[config.mk]
export PLATFORM = sky130hd
export DESIGN_NAME = entity_draw_engine_flat
export DESIGN_NICKNAME = d
export VERILOG_FILES = /design/src/rtl/entity_pkg.sv /design/src/rtl/entity_draw_engine_if.sv /design/src/rtl/entity_sprite_rom.sv /design/src/rtl/entity_draw_engine.sv /design/src/flat_wrapper.sv
export SDC_FILE = /design/constraint.sdc
export NUM_CORES = 1
export LEC_CHECK = 0
export CORE_UTILIZATION = 45
export DETAILED_ROUTE_END_ITERATION = 8
export PLACE_DENSITY = 0.66
export SKIP_CTS_REPAIR_TIMING = 1
export SLEW_MARGIN = 5
export SYNTH_ARGS = -nofsm -noshare
export SYNTH_HDL_FRONTEND = slang
export SYNTH_SLANG_ARGS = --single-unit
[constraint.sdc]
create_clock -name clk -period 22.2 [get_ports clk]
set_input_delay 4.44 -clock clk [delete_from_list [all_inputs] [get_ports clk]]
set_output_delay 4.44 -clock clk [all_outputs]
set_load 0.02 [all_outputs]
[src/rtl/entity_pkg.sv]
// entity_pkg: shared definitions for the entity draw engine.
//   - ENTITY_W and the descriptor field positions (x, y, colour, active)
//   - one-hot class constants as presented by the draw controller
//   - compact sprite class encoding used for ROM addressing
//   - engine state encoding
package entity_pkg;

  localparam int ENTITY_W   = 30;
  localparam int X_MSB      = 29;
  localparam int X_LSB      = 21;
  localparam int Y_MSB      = 20;
  localparam int Y_LSB      = 13;
  localparam int COL_MSB    = 12;
  localparam int COL_LSB    = 10;
  localparam int ACTIVE_BIT = 9;

  localparam logic [2:0] D_SHIP     = 3'b100;
  localparam logic [2:0] D_ASTEROID = 3'b010;
  localparam logic [2:0] D_SHOT     = 3'b001;

  // Two-bit class code; it forms the top of the sprite ROM address.
  typedef enum logic [1:0] {
    CLS_SHIP     = 2'd0,
    CLS_ASTEROID = 2'd1,
    CLS_SHOT     = 2'd2,
    CLS_NONE     = 2'd3
  } sprite_class_e;

  typedef enum logic [1:0] {
    S_IDLE  = 2'd0,
    S_SCAN  = 2'd1,
    S_DRAIN = 2'd2,
    S_DONE  = 2'd3
  } engine_state_e;

  // Several bits set resolves as ship > asteroid > shot.
  function automatic sprite_class_e decode_class(input logic [2:0] onehot);
    if ((onehot & D_SHIP) != 3'b000)          return CLS_SHIP;
    else if ((onehot & D_ASTEROID) != 3'b000) return CLS_ASTEROID;
    else if ((onehot & D_SHOT) != 3'b000)     return CLS_SHOT;
    else                                      return CLS_NONE;
  endfunction

endpackage

[src/rtl/entity_draw_engine_if.sv]
// entity_draw_engine_if: draw-controller handshake plus pixel plot bus.
//   master (controller/bench): drives draw_start, entity, entity_state
//   slave  (engine): drives busy, draw_done, plot, plot_x, plot_y, plot_colour
interface entity_draw_engine_if;
  import entity_pkg::*;

  logic                draw_start;
  logic [ENTITY_W-1:0] entity;
  logic [2:0]          entity_state;
  logic                busy;
  logic                draw_done;
  logic                plot;
  logic [8:0]          plot_x;
  logic [7:0]          plot_y;
  logic [2:0]          plot_colour;

  modport master (
    output draw_start, entity, entity_state,
    input  busy, draw_done, plot, plot_x, plot_y, plot_colour
  );

  modport slave (
    input  draw_start, entity, entity_state,
    output busy, draw_done, plot, plot_x, plot_y, plot_colour
  );

endinterface

[src/rtl/entity_sprite_rom.sv]
// entity_sprite_rom: synchronous-read 1-bit sprite bitmap store.
//   clk  : clock
//   addr : {class[1:0], row[3:0], col[3:0]}
//   data : pixel bit, valid the cycle after addr is presented
// Ship is an outline arrow, asteroid a ring, shot a solid square.
module entity_sprite_rom
  import entity_pkg::*;
#(
  parameter int SHIP_SIZE     = 8,
  parameter int ASTEROID_SIZE = 16,
  parameter int SHOT_SIZE     = 2
) (
  input  logic       clk,
  input  logic [9:0] addr,
  output logic       data
);

  sprite_class_e cls;
  logic [3:0]    row;
  logic [3:0]    col;
  logic [7:0]    ship_bits;
  logic          pix;

  assign cls = sprite_class_e'(addr[9:8]);
  assign row = addr[7:4];
  assign col = addr[3:0];

  // Leftmost pixel of each row is bit 7.
  function automatic logic [7:0] ship_row(input logic [3:0] r);
    case (r)
      4'd0:    return 8'b0001_1000;
      4'd1:    return 8'b0010_0100;
      4'd2:    return 8'b0100_0010;
      4'd3:    return 8'b1000_0001;
      4'd4:    return 8'b1110_0111;
      4'd5:    return 8'b0010_0100;
      4'd6:    return 8'b0010_0100;
      4'd7:    return 8'b0011_1100;
      default: return 8'b0000_0000;
    endcase
  endfunction

  // Distances are doubled so the sprite centre lands on integer coordinates.
  function automatic logic ring_bit(input logic [3:0] r, input logic [3:0] c);
    int dx;
    int dy;
    int d2;
    dx = 2 * int'(c) - (ASTEROID_SIZE - 1);
    dy = 2 * int'(r) - (ASTEROID_SIZE - 1);
    d2 = dx * dx + dy * dy;
    return (d2 >= (ASTEROID_SIZE - 6) * (ASTEROID_SIZE - 6)) &&
           (d2 <= ASTEROID_SIZE * ASTEROID_SIZE - 16);
  endfunction

  always_comb begin
    pix       = 1'b0;
    ship_bits = ship_row(row);
    case (cls)
      CLS_SHIP:
        if (int'(row) < SHIP_SIZE && int'(col) < SHIP_SIZE && int'(col) < 8)
          pix = ship_bits[3'd7 - col[2:0]];
      CLS_ASTEROID:
        if (int'(row) < ASTEROID_SIZE && int'(col) < ASTEROID_SIZE)
          pix = ring_bit(row, col);
      CLS_SHOT:
        if (int'(row) < SHOT_SIZE && int'(col) < SHOT_SIZE)
          pix = 1'b1;
      default:
        pix = 1'b0;
    endcase
  end

  always_ff @(posedge clk) begin
    data <= pix;
  end

endmodule

[src/rtl/entity_draw_engine.sv]
// entity_draw_engine: walks one entity's sprite and emits per-pixel plots.
//   clk, reset_n : clock, synchronous active-low reset
//   bus (slave)  : draw_start/entity/entity_state in; busy, draw_done,
//                  plot, plot_x, plot_y, plot_colour out
// Optional: define ENTITY_CLIP_EN to drop pixels falling off the visible
// screen instead of letting coordinates wrap.
module entity_draw_engine
  import entity_pkg::*;
#(
  parameter int SCREEN_W      = 320,
  parameter int SCREEN_H      = 240,
  parameter int SHIP_SIZE     = 8,
  parameter int ASTEROID_SIZE = 16,
  parameter int SHOT_SIZE     = 2
) (
  input  logic                 clk,
  input  logic                 reset_n,
  entity_draw_engine_if.slave  bus
);

  engine_state_e state_q, state_n;
  logic [4:0]    row_q, col_q, row_n, col_n;
  sprite_class_e cls_q, start_cls, rom_cls;
  logic [8:0]    x_q;
  logic [7:0]    y_q;
  logic [2:0]    colour_q;
  logic [4:0]    last_idx;
  logic          start_empty;
  logic [9:0]    rom_addr;
  logic          rom_bit;
  logic          on_screen;

  logic          plot_q;
  logic [8:0]    plot_x_q;
  logic [7:0]    plot_y_q;
  logic [2:0]    plot_colour_q;

  logic [8:0]    reserved_unused;
  logic [1:0]    ctr_msb_unused;

  assign reserved_unused = bus.entity[8:0];
  assign ctr_msb_unused  = {row_n[4], col_n[4]};

  function automatic logic [4:0] class_size(input sprite_class_e c);
    case (c)
      CLS_SHIP:     return 5'(SHIP_SIZE);
      CLS_ASTEROID: return 5'(ASTEROID_SIZE);
      CLS_SHOT:     return 5'(SHOT_SIZE);
      default:      return 5'd1;
    endcase
  endfunction

  assign start_cls   = decode_class(bus.entity_state);
  assign start_empty = (start_cls == CLS_NONE) || !bus.entity[ACTIVE_BIT];
  assign last_idx    = class_size(cls_q) - 5'd1;

  // The ROM is addressed with the *next* counter values, so its data lines
  // up with the current row/col and the plot registers can capture pixel
  // and coordinates at the same edge. An empty entity passes through DRAIN
  // so completion latency follows T+N+2 with N=0.
  always_comb begin
    state_n = state_q;
    row_n   = row_q;
    col_n   = col_q;
    rom_cls = cls_q;
    case (state_q)
      S_IDLE: begin
        row_n   = 5'd0;
        col_n   = 5'd0;
        rom_cls = start_cls;
        if (bus.draw_start)
          state_n = start_empty ? S_DRAIN : S_SCAN;
      end
      S_SCAN: begin
        if (col_q == last_idx) begin
          col_n = 5'd0;
          row_n = row_q + 5'd1;
          if (row_q == last_idx)
            state_n = S_DRAIN;
        end else begin
          col_n = col_q + 5'd1;
        end
      end
      S_DRAIN: state_n = S_DONE;
      S_DONE:  state_n = S_IDLE;
      default: state_n = S_IDLE;
    endcase
  end

  assign rom_addr = {rom_cls, row_n[3:0], col_n[3:0]};

  always_ff @(posedge clk) begin
    if (!reset_n) begin
      state_q  <= S_IDLE;
      row_q    <= 5'd0;
      col_q    <= 5'd0;
      cls_q    <= CLS_NONE;
      x_q      <= 9'd0;
      y_q      <= 8'd0;
      colour_q <= 3'd0;
    end else begin
      state_q <= state_n;
      row_q   <= row_n;
      col_q   <= col_n;
      if (state_q == S_IDLE && bus.draw_start) begin
        cls_q    <= start_cls;
        x_q      <= bus.entity[X_MSB:X_LSB];
        y_q      <= bus.entity[Y_MSB:Y_LSB];
        colour_q <= bus.entity[COL_MSB:COL_LSB];
      end
    end
  end

  entity_sprite_rom #(
    .SHIP_SIZE     (SHIP_SIZE),
    .ASTEROID_SIZE (ASTEROID_SIZE),
    .SHOT_SIZE     (SHOT_SIZE)
  ) u_rom (
    .clk  (clk),
    .addr (rom_addr),
    .data (rom_bit)
  );

`ifdef ENTITY_CLIP_EN
  logic [9:0] x_sum;
  logic [8:0] y_sum;
  // Unwrapped sums, so a sprite straddling the right/bottom edge is cut.
  assign x_sum     = {1'b0, x_q} + {5'b0, col_q};
  assign y_sum     = {1'b0, y_q} + {4'b0, row_q};
  assign on_screen = (x_sum < 10'(SCREEN_W)) && (y_sum < 9'(SCREEN_H));
`else
  assign on_screen = 1'b1;
`endif

  // Coordinates/colour only move on a real write so they hold otherwise.
  always_ff @(posedge clk) begin
    if (!reset_n) begin
      plot_q        <= 1'b0;
      plot_x_q      <= 9'd0;
      plot_y_q      <= 8'd0;
      plot_colour_q <= 3'd0;
    end else begin
      plot_q <= 1'b0;
      if (state_q == S_SCAN && rom_bit && on_screen) begin
        plot_q        <= 1'b1;
        plot_x_q      <= x_q + {4'b0, col_q};
        plot_y_q      <= y_q + {3'b0, row_q};
        plot_colour_q <= colour_q;
      end
    end
  end

  assign bus.busy        = (state_q != S_IDLE);
  assign bus.draw_done   = (state_q == S_DONE);
  assign bus.plot        = plot_q;
  assign bus.plot_x      = plot_x_q;
  assign bus.plot_y      = plot_y_q;
  assign bus.plot_colour = plot_colour_q;

endmodule

[src/flat_wrapper.sv]
// flat-port wrapper written by rule: the top's interface ports become plain ports
module entity_draw_engine_flat import entity_pkg::*;
#(
  parameter int SCREEN_W      = 320,
  parameter int SCREEN_H      = 240,
  parameter int SHIP_SIZE     = 8,
  parameter int ASTEROID_SIZE = 16,
  parameter int SHOT_SIZE     = 2
)
  (clk, reset_n, bus_draw_start, bus_entity, bus_entity_state, bus_busy, bus_draw_done, bus_plot, bus_plot_x, bus_plot_y, bus_plot_colour);
  entity_draw_engine_if bus_i ();
  input  logic clk;
  input  logic reset_n;
  input wire logic [$bits(bus_i.draw_start)-1:0] bus_draw_start;
  input wire logic [$bits(bus_i.entity)-1:0] bus_entity;
  input wire logic [$bits(bus_i.entity_state)-1:0] bus_entity_state;
  output wire logic [$bits(bus_i.busy)-1:0] bus_busy;
  output wire logic [$bits(bus_i.draw_done)-1:0] bus_draw_done;
  output wire logic [$bits(bus_i.plot)-1:0] bus_plot;
  output wire logic [$bits(bus_i.plot_x)-1:0] bus_plot_x;
  output wire logic [$bits(bus_i.plot_y)-1:0] bus_plot_y;
  output wire logic [$bits(bus_i.plot_colour)-1:0] bus_plot_colour;
  assign bus_i.draw_start = bus_draw_start;
  assign bus_i.entity = bus_entity;
  assign bus_i.entity_state = bus_entity_state;
  assign bus_busy = bus_i.busy;
  assign bus_draw_done = bus_i.draw_done;
  assign bus_plot = bus_i.plot;
  assign bus_plot_x = bus_i.plot_x;
  assign bus_plot_y = bus_i.plot_y;
  assign bus_plot_colour = bus_i.plot_colour;
  entity_draw_engine #(.SCREEN_W(SCREEN_W), .SCREEN_H(SCREEN_H), .SHIP_SIZE(SHIP_SIZE), .ASTEROID_SIZE(ASTEROID_SIZE), .SHOT_SIZE(SHOT_SIZE)) u_core (.clk(clk), .reset_n(reset_n), .bus(bus_i));
endmodule
==> impl_metrics.yaml, run 1 <==
global_route:
  grt_first_pass_wirelength_um: 19400
  grt_usage: 0.206
  grt_max_degree: 54
  antenna_found_initial: 0
  grt_pass1_vias: 4057
  grt_overflow: 0
worst_setup_path:
  critical_path_required_ns: 22.41
  ff2ff_setup_slack_ns: 13.83
  slowest_delay_ns: 0.67
  cp-end-kind: "flop"
  cpMaxStageDelayCell: "ha_1"
  startpoint: "u_core.state_q[1]"
  cp_max_fo: 19
  timing.rr.end: "u_core.u_rom.data"
  path_common_cell: "fa_1"
  crit_end: "u_core.u_rom.data"
  crit_type: "flop to flop"
  crit-reg2reg-launch: "u_core.state_q[1]"
  crit_path_start_kind: "flop"
  r2r_cells: 30
  critPathArrivalTime_ns: 8.59
route:
  vias_per_cell: 5.33
  ant_nets: 0
  route.detailed.wl_per_inst_um: 14.6
  routed_wl_um: 11300
  drtIter0Drc: 179
  firstDrtPassIters: 4
  drc_errors: 0
  vias: 4129
hold_path:
  hold_path_class: "flop to flop"
  min_from: "u_core.bus.plot_x[5]"
finish:
  area_growth_syn_to_layout_pct: 15.1
  drive_gt1_frac: 0.0567
  antenna_cells: 0
  fill_cells: 1061
  instances_no_fill: 775
  fin_nets: 777
  multiInputGateArea_um2: 3700
  seqCellArea_um2: 1120
die:
  die_width_um: 110
  core_area_um2: 11000
  io-pin-count: 59
  initial_core_util: 0.472
  rows: 38
  die-area_um2: 12000
  fp.dieH_um: 110
logic_synthesis:
  synth_largest_area_cell: "dfxtp_1"
  synth-edff-count: 0
  async_flop_share: 0
  yosys_warnings: 0
  synth.cell_area_um2: 5200
  ys_ff_latch: 56
  avgSynthCellArea_um2: 8.71
  seq_area_frac_synth: 0.215
  synth_top_area_frac: 0.215
  synth_cell_types: 65
  syn_inst: 597
  synth.area.top_cells: "dfxtp_1 (22%), fa_1 (20%), ha_1 (13%)"
  synth_flop_cell: "dfxtp_1"
  syn_nets: 739
cts:
  cts_num_sinks: 56
  cts_root_buf: "clkbuf_16"
  cts_tree: "yes"
  clkLatencyLatePin_ns: 0.30
  htree_num_levels: 2
  cts_inserted_buffers: 5
  cts.clk_slew.worst_paths_ns: 0.07
  clockBufferDepth: 2
sta:
  hold_viol: 0
  relSlewSlack: 0.392
  tightest_slew_ns: 0.910
  fmaxAchievable_mhz: 119
  post-route-min-period_ns: 8.37
  drv_slew: 0
  whs_ns: 0.451
  skew_ns: 0.00676
  layout_setup_ws_ns: 13.83
  min_period_over_period: 0.377
  setup_viol: 0
  setup_tns_ns: 0
  rsz0062_at_grt: "no"
placement:
  pre_cts_ws_ns: 13.90
  routabilityCongestion: 0.849
  portBuffers: 49
  dp_hpwl_um: 8900
  placedCellCount: 768
flow_run:
  cap_violations: 0
status:
  status: "finished clean"
[registers in the layout (all words and copies together) (netlist names), 3 cells and up]
| signal | count |
|---|---|
| u_core.col_q | 5 |
| u_core.bus.plot_y | 8 |
| u_core.bus.plot_colour | 3 |
| u_core.x_q | 9 |
| u_core.y_q | 8 |
| u_core.colour_q | 3 |
| u_core.bus.plot_x | 9 |
| u_core.row_q | 5 |
[placed cells by master, fill, tap and decap left out, types with 5 or more instances in the layout]
| master | instances |
|---|---|
| xnor2_1 | 20 |
| nand2_1 | 88 |
| o21ai_0 | 11 |
| nand3_1 | 6 |
| nand2b_1 | 6 |
| clkbuf_16 | 5 |
| inv_1 | 73 |
| inv_2 | 5 |
| a21oi_1 | 48 |
| fa_1 | 51 |
| nor3_1 | 8 |
| a21o_1 | 5 |
| nor2b_1 | 9 |
| a2111oi_0 | 5 |
| ha_1 | 55 |
| dfxtp_1 | 56 |
| a211oi_1 | 8 |
| mux2i_1 | 6 |
| clkdlybuf4s50_1 | 49 |
| nor2_1 | 39 |
| xor2_1 | 11 |
[worst max-delay path, delay by kind of cell (launching register included)]
family	cells	cell delay [ns]
AO/OA/AOI/OAI	6	1.42
adder cells (fa/ha/maj)	9	4.13
AND/OR/NAND/NOR	7	1.36
flip-flops	1	0.34
buffers and inverters	8	1.02
[synthesized netlist by cell type (3+ instances only)]
cell,count
nand2_1,88
inv_1,73
dfxtp_1,56
ha_1,55
fa_1,51
a21oi_1,48
nor2_1,39
xnor2_1,20
clkbuf_1,16
o21ai_0,11
xor2_1,11
nor2b_1,9
a211oi_1,8
nor3_1,8
mux2i_1,6
nand2b_1,6
nand3_1,6
a2111oi_0,5
a21o_1,5
inv_2,5
a31oi_1,4
and3_1,4
o211ai_1,4
buf_2,3
o21a_1,3
or3_1,3
[per-stage QoR]
step	cell area, um2	utilization
floorplan	5200	-
global placement	5800	0.526
detailed placement	5800	0.526
CTS	5990	0.543
global route	5990	0.543
finish	5990	0.543
[worst min path at each step]
| stage | endpoint | slack (ns) | cells after the start |
|---|---|---|---|
| 2_1_floorplan | u_core.bus.plot_colour[0] | 0.43 | 2 |
| 3_3_place_gp | u_core.bus.plot_colour[0] | 0.44 | 2 |
| 3_5_place_dp | u_core.bus.plot_x[4] | 0.45 | 2 |
| 4_1_cts | u_core.bus.plot_colour[0] | 0.45 | 2 |
| 5_1_grt | u_core.bus.plot_x[4] | 0.47 | 2 |
| 6_report | u_core.bus.plot_x[5] | 0.45 | 2 |
[cell type report]
| class | count | share of cell area |
|---|---|---|
| tap | 140 | 0.0293 |
| multi-input combinational | 442 | 0.619 |
| sequential | 56 | 0.187 |
| clock buffer | 5 | 0.0209 |
| timing repair buffer | 50 | 0.0832 |
| clock inverter | 2 | 0.0100 |
| inverter | 80 | 0.0506 |
[kinds of logic (layout without fill, tap and decap cells)]
| kind of cell | after synthesis | after routing | share of synthesized area |
|---|---|---|---|
| simple gates | 183 | 183 | 0.160 |
| compound gates | 116 | 116 | 0.160 |
| fa+ha+maj | 106 | 106 | 0.329 |
| buf+inv | 99 | 137 | 0.0726 |
| flops | 56 | 56 | 0.215 |
| xor+xnor | 31 | 31 | 0.0522 |
| mux | 6 | 6 | 0.0115 |
[routing by layer]
metal,global-route usage,share of wire,vias up
met3,0.0314,0.042,8
met4,0.0314,0.0062,0
met5,0,0,-
met1,0.305,0.51,1987
met2,0.324,0.44,82
li1,-,-,2052
Power of run 1 is not shown: default switching activity piles up to over one toggle a cycle in this logic, so the estimate is an artifact.
==> run 2, diff against run 1 <==
- PLACE_DENSITY: 0.66 -> 0.69
- clock period: 22.2 -> 6.8 ns (I/O delays scaled with it)
==> run 2 against run 1 <==
The run now ends with setup timing left. Via count rose by 8.7%. Register-to-register slack got worse by 14 ns. Core utilization rose by 6.6 points. Routed wire length rose by 11%. Fmax rose by 22%. Critical endpoint unchanged.
==> impl_metrics.yaml, run 2 (synthesis results as in run 1) <==
sta:
  tightest_slew_ns: 1.25
  rsz0062_at_grt: "yes"
  fmaxAchievable_mhz: 146
  setup_viol: 1
  post-route-min-period_ns: 6.86
  hold_viol: 0
  whs_ns: 0.458
  min_period_over_period: 1.01
  skew_ns: 0.00784
  layout_setup_ws_ns: -0.0643
  drv_slew: 0
  relSlewSlack: 0.169
worst_setup_path:
  critPathArrivalTime_ns: 7.08
  critical_path_required_ns: 7.02
  cp-end-kind: "flop"
  cp_max_fo: 4
  crit_buf_inv: 8
  crit_path_start_kind: "flop"
  cpLargestDelayFamily: "adder cells"
  crit_type: "flop to flop"
  slowest_delay_ns: 0.52
  path_common_cell: "fa_1"
  cpMaxStageDelayCell: "fa_1"
die:
  die-area_um2: 12000
  io-pin-count: 59
  rows: 38
  core_area_um2: 11000
  initial_core_util: 0.472
  die_width_um: 110
  fp.dieH_um: 110
finish:
  seqCellArea_um2: 1130
  final_common_cell: "nand2_1"
  final_area_um2: 6710
  antenna_cells: 0
  instances_no_fill: 858
  multiInputGateArea_um2: 3830
  most-common-layout-cells: "nand2_1 (88), buf_4 (82), inv_1 (67)"
  drive_gt1_frac: 0.202
  fin_nets: 859
  fill_cells: 965
  area_growth_syn_to_layout_pct: 29.0
global_route:
  grt_max_degree: 54
  grt_first_pass_wirelength_um: 21100
  use_met3: 0.0196
  antenna_found_initial: 0
  grt_use_met1: 0.274
  use_met2: 0.420
  grt_overflow: 0
  grt_usage: 0.222
  busiest_layer: "met2"
  grt_pass1_vias: 4659
status:
  violations: "setup timing"
  status: "finished with violations"
flow_run:
  cap_violations: 0
cts:
  cts_root_buf: "clkbuf_16"
  clockBufferDepth: 2
  clkLatencyLatePin_ns: 0.29
  htree_num_levels: 2
  cts.clk_slew.worst_paths_ns: 0.07
  cts_inserted_buffers: 5
  cts_num_sinks: 56
  cts_tree: "yes"
placement:
  pre_cts_ws_ns: -0.306
  placedCellCount: 847
  dp_hpwl_um: 10300
  place_area_um2: 6440
  routabilityCongestion: 0.848
  portBuffers: 49
route:
  drtIter0Drc: 227
  drc_errors: 0
  firstDrtPassIters: 4
  routed_wl_um: 12600
  vias: 4490
  ant_nets: 0
  vias_per_cell: 5.23
  route.detailed.wl_per_inst_um: 14.7
hold_path:
  hold_path_class: "flop to flop"
==> run 2: cell count changes in the layout (fill, tap and decap cells not counted), moves of 4 or more <==
| cell | previous run | this run |
|---|---|---|
| buf_4 | 1 | 82 |
| inv_1 | 73 | 67 |
| inv_2 | 5 | 10 |
| dfxtp_1 | 56 | 52 |
==> run 2: layout make-up <==
cell class,count,share of cell area
multi-input combinational,442,0.571
sequential,56,0.169
timing repair buffer,132,0.167
inverter,80,0.0459
tap,140,0.0261
clock buffer,6,0.0192
clock inverter,2,0.00205
==> run 2: path summary, 6_finish.rpt <==
check                       startpoint                         to  slack (ns)  cells past startpoint
min          u_core.bus.plot_colour[0]  u_core.bus.plot_colour[0]        0.46                      2
max                    u_core.col_q[1]          u_core.u_rom.data       -0.06                     28
min reg2reg  u_core.bus.plot_colour[0]  u_core.bus.plot_colour[0]        0.46                      2
max reg2reg            u_core.col_q[1]          u_core.u_rom.data       -0.06                     28
==> run 2: per-stage QoR <==
stage,setup TNS (ns),utilization
4_1_cts,-0.326,0.597
5_1_grt,-0.335,0.608
3_3_place_gp,-0.250,0.584
2_1_floorplan,-0.0340,-
6_report,-0.0643,0.608
3_5_place_dp,-0.306,0.584
==> run 2: worst min-delay path: stages, from the launching register on <==
cell and delay, ns:
dfxtp_1 0.31, nand2_1 0.05, a21oi_1 0.05
==> run 2: per-layer routing <==
layer  vias to the layer above  wire [um]
met1                      2181       5460
met5                         -          0
met4                         0        144
met2                        77       6510
met3                        13        458
li1                       2219          -
Power of run 2 is left out for the same reason.
